$ cat config.mk
export PLATFORM = sky130hd
export DESIGN_NAME = sine_capture
export DESIGN_NICKNAME = d
export VERILOG_FILES = /design/src/rtl/sine_pkg.sv /design/src/rtl/zero_cross_detect.sv /design/src/rtl/sine_capture.sv
export SDC_FILE = /design/constraint.sdc
export NUM_CORES = 1
export LEC_CHECK = 0
export CORE_ASPECT_RATIO = 1.5
export CORE_UTILIZATION = 54
export DETAILED_ROUTE_END_ITERATION = 7
export PLACE_DENSITY_LB_ADDON = 0.1
export SLEW_MARGIN = 10
export SYNTH_ARGS = -nofsm -noshare
export SYNTH_HDL_FRONTEND = slang
export SYNTH_HIERARCHICAL = 1
export SYNTH_SLANG_ARGS = --single-unit
export TNS_END_PERCENT = 100
$ cat constraint.sdc
create_clock -name clk -period 3.1 [get_ports clk]
set_input_delay 0.465 -clock clk [delete_from_list [all_inputs] [get_ports clk]]
set_output_delay 0.465 -clock clk [all_outputs]
set_load 0.1 [all_outputs]
$ cat src/rtl/sine_pkg.sv
// Shared definitions for the sine DAC output path and its capture counterpart.
package sine_pkg;

  localparam int unsigned DATA_W = 10;
  localparam int unsigned AMP_W  = 9;

  typedef enum logic [1:0] {
    SEEK    = 2'd0,
    MEASURE = 2'd1,
    LOCKED  = 2'd2
  } cap_state_t;

endpackage

$ cat src/rtl/zero_cross_detect.sv
// Midline crossing detector with hysteresis: tracks the current half-cycle and
// flags rising/falling crossings combinationally from the current sample.
module zero_cross_detect
  import sine_pkg::*;
#(
  parameter int unsigned MIDPOINT = 512,
  parameter int unsigned HYST     = 4
) (
  input  logic              clk,
  input  logic              reset,
  input  logic [DATA_W-1:0] s,
  output logic              rc,
  output logic              fc,
  output logic              half
);

  localparam logic [DATA_W-1:0] HI_C = DATA_W'(MIDPOINT + HYST);
  localparam logic [DATA_W-1:0] LO_C = DATA_W'(MIDPOINT - HYST);

  logic half_q;
  logic half_d;

  always_comb begin
    rc     = !half_q && (s >= HI_C);
    fc     = half_q && (s < LO_C);
    half_d = half_q;
    if (rc) begin
      half_d = 1'b1;
    end else if (fc) begin
      half_d = 1'b0;
    end
  end

  always_ff @(posedge clk) begin
    if (reset) begin
      half_q <= 1'b0;
    end else begin
      half_q <= half_d;
    end
  end

  assign half = half_q;

endmodule

$ cat src/rtl/sine_capture.sv
// Captures a parallel offset-binary waveform, folds it to amplitude/sign form,
// and locks onto midline crossings to report period and per-cycle peaks.
module sine_capture
  import sine_pkg::*;
#(
  parameter int unsigned MIDPOINT = 512,
  parameter int unsigned HYST     = 4,
  parameter int unsigned PERIOD_W = 12
) (
  input  logic                clk,
  input  logic                reset,
  input  logic [DATA_W-1:0]   data_in,
  output logic [AMP_W-1:0]    amp,
  output logic                sign,
  output logic                sample_valid,
  output logic [PERIOD_W-1:0] period,
  output logic                period_valid,
  output logic [DATA_W-1:0]   peak_max,
  output logic [DATA_W-1:0]   peak_min,
  output logic                locked,
  output logic                timeout
);

  localparam logic [DATA_W-1:0] MID_C = DATA_W'(MIDPOINT);

  logic [DATA_W-1:0]   sync1_q, s_q;
  logic [AMP_W-1:0]    amp_q, amp_d;
  logic                sign_q, sign_d;
  logic [2:0]          fill_q;
  logic [PERIOD_W-1:0] cnt_q, cnt_d;
  logic [DATA_W-1:0]   run_max_q, run_max_d, run_min_q, run_min_d;
  logic [DATA_W-1:0]   cyc_max, cyc_min;
  cap_state_t          state_q, state_d;
  logic [PERIOD_W-1:0] period_q, period_d;
  logic                pv_q, pv_d;
  logic [DATA_W-1:0]   pk_max_q, pk_max_d, pk_min_q, pk_min_d;
  logic                locked_q, locked_d;
  logic                timeout_q, timeout_d;
  logic                rc, fc, half, sat, report, lose;
  logic                unused_zc;

  zero_cross_detect #(
    .MIDPOINT (MIDPOINT),
    .HYST     (HYST)
  ) u_zcd (
    .clk   (clk),
    .reset (reset),
    .s     (s_q),
    .rc    (rc),
    .fc    (fc),
    .half  (half)
  );

  assign unused_zc = ^{fc, half};

  always_comb begin
    sign_d = (s_q >= MID_C);
    amp_d  = sign_d ? AMP_W'(s_q - MID_C) : AMP_W'(MID_C - DATA_W'(1) - s_q);

    sat   = (cnt_q == '1);
    cnt_d = rc ? PERIOD_W'(1) : (sat ? cnt_q : cnt_q + PERIOD_W'(1));

    // Extremes for the cycle that ends on this sample, including the sample itself.
    cyc_max   = (s_q > run_max_q) ? s_q : run_max_q;
    cyc_min   = (s_q < run_min_q) ? s_q : run_min_q;
    run_max_d = rc ? s_q : cyc_max;
    run_min_d = rc ? s_q : cyc_min;

    state_d = state_q;
    report  = 1'b0;
    lose    = 1'b0;
    unique case (state_q)
      SEEK: begin
        if (rc) state_d = MEASURE;
      end
      MEASURE, LOCKED: begin
        if (rc) begin
          state_d = LOCKED;
          report  = 1'b1;
        end else if (sat) begin
          state_d = SEEK;
          lose    = 1'b1;
        end
      end
      default: state_d = SEEK;
    endcase

    pv_d      = report;
    timeout_d = lose;
    locked_d  = report ? 1'b1 : (lose ? 1'b0 : locked_q);
    period_d  = report ? cnt_q : period_q;
    pk_max_d  = report ? cyc_max : pk_max_q;
    pk_min_d  = report ? cyc_min : pk_min_q;
  end

  always_ff @(posedge clk) begin
    if (reset) begin
      sync1_q   <= '0;
      s_q       <= '0;
      amp_q     <= '0;
      sign_q    <= 1'b0;
      fill_q    <= '0;
      cnt_q     <= '0;
      run_max_q <= '0;
      run_min_q <= '1;
      state_q   <= SEEK;
      period_q  <= '0;
      pv_q      <= 1'b0;
      pk_max_q  <= '0;
      pk_min_q  <= '1;
      locked_q  <= 1'b0;
      timeout_q <= 1'b0;
    end else begin
      sync1_q   <= data_in;
      s_q       <= sync1_q;
      amp_q     <= amp_d;
      sign_q    <= sign_d;
      fill_q    <= {fill_q[1:0], 1'b1};
      cnt_q     <= cnt_d;
      run_max_q <= run_max_d;
      run_min_q <= run_min_d;
      state_q   <= state_d;
      period_q  <= period_d;
      pv_q      <= pv_d;
      pk_max_q  <= pk_max_d;
      pk_min_q  <= pk_min_d;
      locked_q  <= locked_d;
      timeout_q <= timeout_d;
    end
  end

  assign amp          = amp_q;
  assign sign         = sign_q;
  assign sample_valid = fill_q[2];
  assign period       = period_q;
  assign period_valid = pv_q;
  assign peak_max     = pk_max_q;
  assign peak_min     = pk_min_q;
  assign locked       = locked_q;
  assign timeout      = timeout_q;

endmodule

==> run summary <==
The flow ran to the end, and the final reports show no timing, DRC or antenna violations. The post-CTS setup-driven buffer insertion count is 0. The peak ir drop on the vdd network came out at 424 uV.

After filler insertion, the fill cell instance count of the layout stands at 649. Measured against its own limit, the worst slew margin works out to 0.331. At the later pin of the worst-skew pair, clock insertion delay measures 0.34 ns. The hold violation count in the final report is 0. The fraction of power consumed by sequential logic is 0.490.

Traced cell by cell, the critical path runs through or4_4, o41ai_4, nor2_1, and2_1, nand3_1, o221a_2. The net count after synthesis is 501. The final estimated routing congestion in global placement is 0.818. For this block, the routed nets add up to 9.29 mm of wire. The floorplan step defined a core boundary enclosing 7660 um^2.

The kind of start point of the critical path is a flip-flop. The summed negative setup slack over all endpoints is 0 ns. Of the total power, combinational logic draws 0.127. The initial antenna violation count came out at 0. On the critical path, the stage with the largest delay is an instance of sky130_fd_sc_hd__and2_1. Setup repair after global routing left no endpoint under its margin. The setup slack on the worst flop-to-flop path came out at 0.50 ns. The worst setup slack after layout came out at 0.502 ns. Summed over all cells, the static leakage comes to 2.14 nW.

In this run the critical register-to-register path is captured at peak_max[2]$_SDFFE_PP0P_. The synthesis-to-layout area growth came out at 19.3%. The arrival time of the worst setup path is 2.83 ns. The via count is 3362. TritonCTS created 9 clock buffers. The critical path required time is 3.33 ns.

TritonCTS built the clock tree. The number of antenna cells inserted came out at 0. The setup-violating endpoint count in the final report came out at 0. The count of cells along the worst register-to-register path came out at 6. The number of top-level pins is 58. For this run, the detailed router's first-pass iteration total came to 4. Tracing the worst setup path back leads to its startpoint at s_q[4]$_SDFF_PP0_. Broken down by cell family, the worst path's largest delay share belongs to simple AND/OR/NAND/NOR gates. The worst setup skew after layout came out at 0.00660 ns.

Derived from the worst setup path, the maximum achievable clock frequency is 385 MHz. The total power divided by cell area is 562 nW/um^2. The net load switching power is 0.757 mW.

During placement, the flow inserted port buffers numbering 57. Gates resized during post-CTS repair numbered 0. The number of H-tree levels came out at 3. The cell-internal power came out at 2.13 mW. The finished layout holds 625 standard cells, fillers aside. The worst register-to-register path begins at s_q[4]$_SDFF_PP0_. The worst setup slack after placement came out at 0.552 ns. The cell area after synthesis came out at 4300 um^2. A synthesized cell averages 9.19 um^2.

The most critical setup path has its endpoint at peak_max[2]$_SDFFE_PP0P_. The worst setup path is of the flip-flop to flip-flop kind. The maximum number of pins on one net before global-route repair is 103.

The number of buffers and inverters on the critical path is 0. The number of standard cells after synthesis is 468. The relative contribution of the clock network to total power came out at 0.383. The tree is rooted in a sky130_fd_sc_hd__clkbuf_16. The floorplan die height is 111 um. The number of max-cap violations came out at 0.

The area of the die came out at 8340 um^2. After detailed routing, the number of remaining DRC violations is 0. In this run the worst path has a maximum fanout of 16.

The min-delay analysis places its worst path in the category flip-flop to flip-flop. The share of layout cells above drive strength 1 came out at 0.166. In this run, post-CTS hold repair placed 0 buffers.

The number of nets in the layout is 551. The count of yosys warnings during synthesis is 6. Detailed placement finished with a half-perimeter wire length of 6.36 mm. The mean routed wirelength per cell is 14.9 um. The transition time of the tightest slew-check pin came out at 1.00 ns. The highest cell delay on the worst timing path came out at 0.61 ns. The post-route total power is 2.88 mW. The wire length of the first global-routing pass is 15.1 mm.

The total congestion overflow after global routing is 0. The final critical delay including setup and external delays came out at 2.60 ns. No sink is reached through more buffers than the 2 on the longest clock path. The starting density of the core came out at 0.562. The number of placement rows came out at 39. The total number of clock tree sinks is 103. STA classifies the critical path endpoint as a flip-flop. The cell count after placement came out at 609.

The final core utilization came out at 0.670. The die width is 74.9 um. Once detail routing completed, the nets flagged for antenna violations numbered 0.

Of the available clock period, the critical path in the final layout requires 0.838. In this run, the number of DRC markers left after iteration 0 of detailed routing was 176. The average vias per placed instance is 5.38. The clock slew at the register clock pins of the worst setup and hold paths is 0.07 ns. The total number of cells along the worst setup path is 6. The final-report max-slew violation count came out at 0. The number of global-route vias before repair was 3133. The fraction of power spent switching nets came out at 0.262. Across every metal layer, demand over resource in global routing totals 0.238.
==> per-stage QoR <==
stage / instance area [um^2] / hold WS (ns)
final: 5130 / 0.429
after global routing: 5130 / 0.459
after CTS: 5130 / 0.438
after detailed placement: 4840 / 0.423
after global placement: 4840 / 0.416
after floorplan: 4300 / 0.414
==> power by group through the flow <==
stage | logic (mW) | registers [mW] | clock network (mW)
CTS | 0.367 | 1.41 | 1.12
global placement | 0.363 | 1.44 | 0
floorplan | 0.195 | 1.53 | 0
detailed placement | 0.365 | 1.44 | 0
global route | 0.395 | 1.42 | 1.17
finish | 0.367 | 1.41 | 1.10
==> state kept, by name, summed over array words and instances, names as in the netlist <==
name / flops
timeout: 1
fill_q: 3
peak_max: 10
run_max_q: 10
sign: 1
peak_min: 10
period: 12
locked: 1
amp: 9
sync1_q: 10
cnt_q: 12
s_q: 10
state_q: 2
u_zcd/half: 1
period_valid: 1
run_min_q: 10
==> layer usage <==
metal / vias up / part of all wire / track usage
li1: 1708 / - / -
met1: 1575 / 0.43 / 0.291
met2: 65 / 0.52 / 0.399
met3: 14 / 0.029 / 0.0509
met4: 0 / 0.019 / 0.0931
met5: - / 0 / 0
==> placed cells by master, fill, tap and decap left out, drive strengths merged, types with 2 or more instances in the layout <==
| cell | count |
|---|---|
| inv | 24 |
| clkinv | 2 |
| a21o | 4 |
| clkdlybuf4s50 | 10 |
| and3 | 3 |
| nand2 | 55 |
| nor3 | 14 |
| dfxtp | 103 |
| and4 | 2 |
| a311oi | 10 |
| ha | 21 |
| xnor2 | 6 |
| xor2 | 11 |
| nor2 | 65 |
| buf | 56 |
| clkinvlp | 2 |
| nand3 | 5 |
| mux2i | 20 |
| a31oi | 3 |
| nand2b | 2 |
| nor2b | 23 |
| or4 | 2 |
| nor4 | 11 |
| clkbuf | 11 |
| o221a | 10 |
| nand4 | 3 |
| o21ai | 4 |
| a21oi | 27 |
==> cell type report <==
cell class	instances	area (um^2)	area share
flip-flops and latches	103	2060	0.402
clock buffers	11	233	0.0453
repair buffers	66	531	0.103
clock inverters	5	58.8	0.0115
well taps	102	128	0.0249
multi-input cells	314	2030	0.396
inverters	24	90.1	0.0175
==> worst min path at each step <==
stage | from | depth (start not counted) | end | slack (ns)
after CTS | sync1_q[8]$_SDFF_PP0_ | 1 | s_q[8]$_SDFF_PP0_ | 0.44
after global routing | sync1_q[8]$_SDFF_PP0_ | 1 | s_q[8]$_SDFF_PP0_ | 0.46
final | sync1_q[8]$_SDFF_PP0_ | 1 | s_q[8]$_SDFF_PP0_ | 0.43
after floorplan | fill_q[0]$_DFF_P_ | 1 | fill_q[1]$_SDFF_PP0_ | 0.41
after global placement | fill_q[0]$_DFF_P_ | 1 | fill_q[1]$_SDFF_PP0_ | 0.42
after detailed placement | sync1_q[8]$_SDFF_PP0_ | 1 | s_q[8]$_SDFF_PP0_ | 0.42
Power figures use the tool's default switching activity.
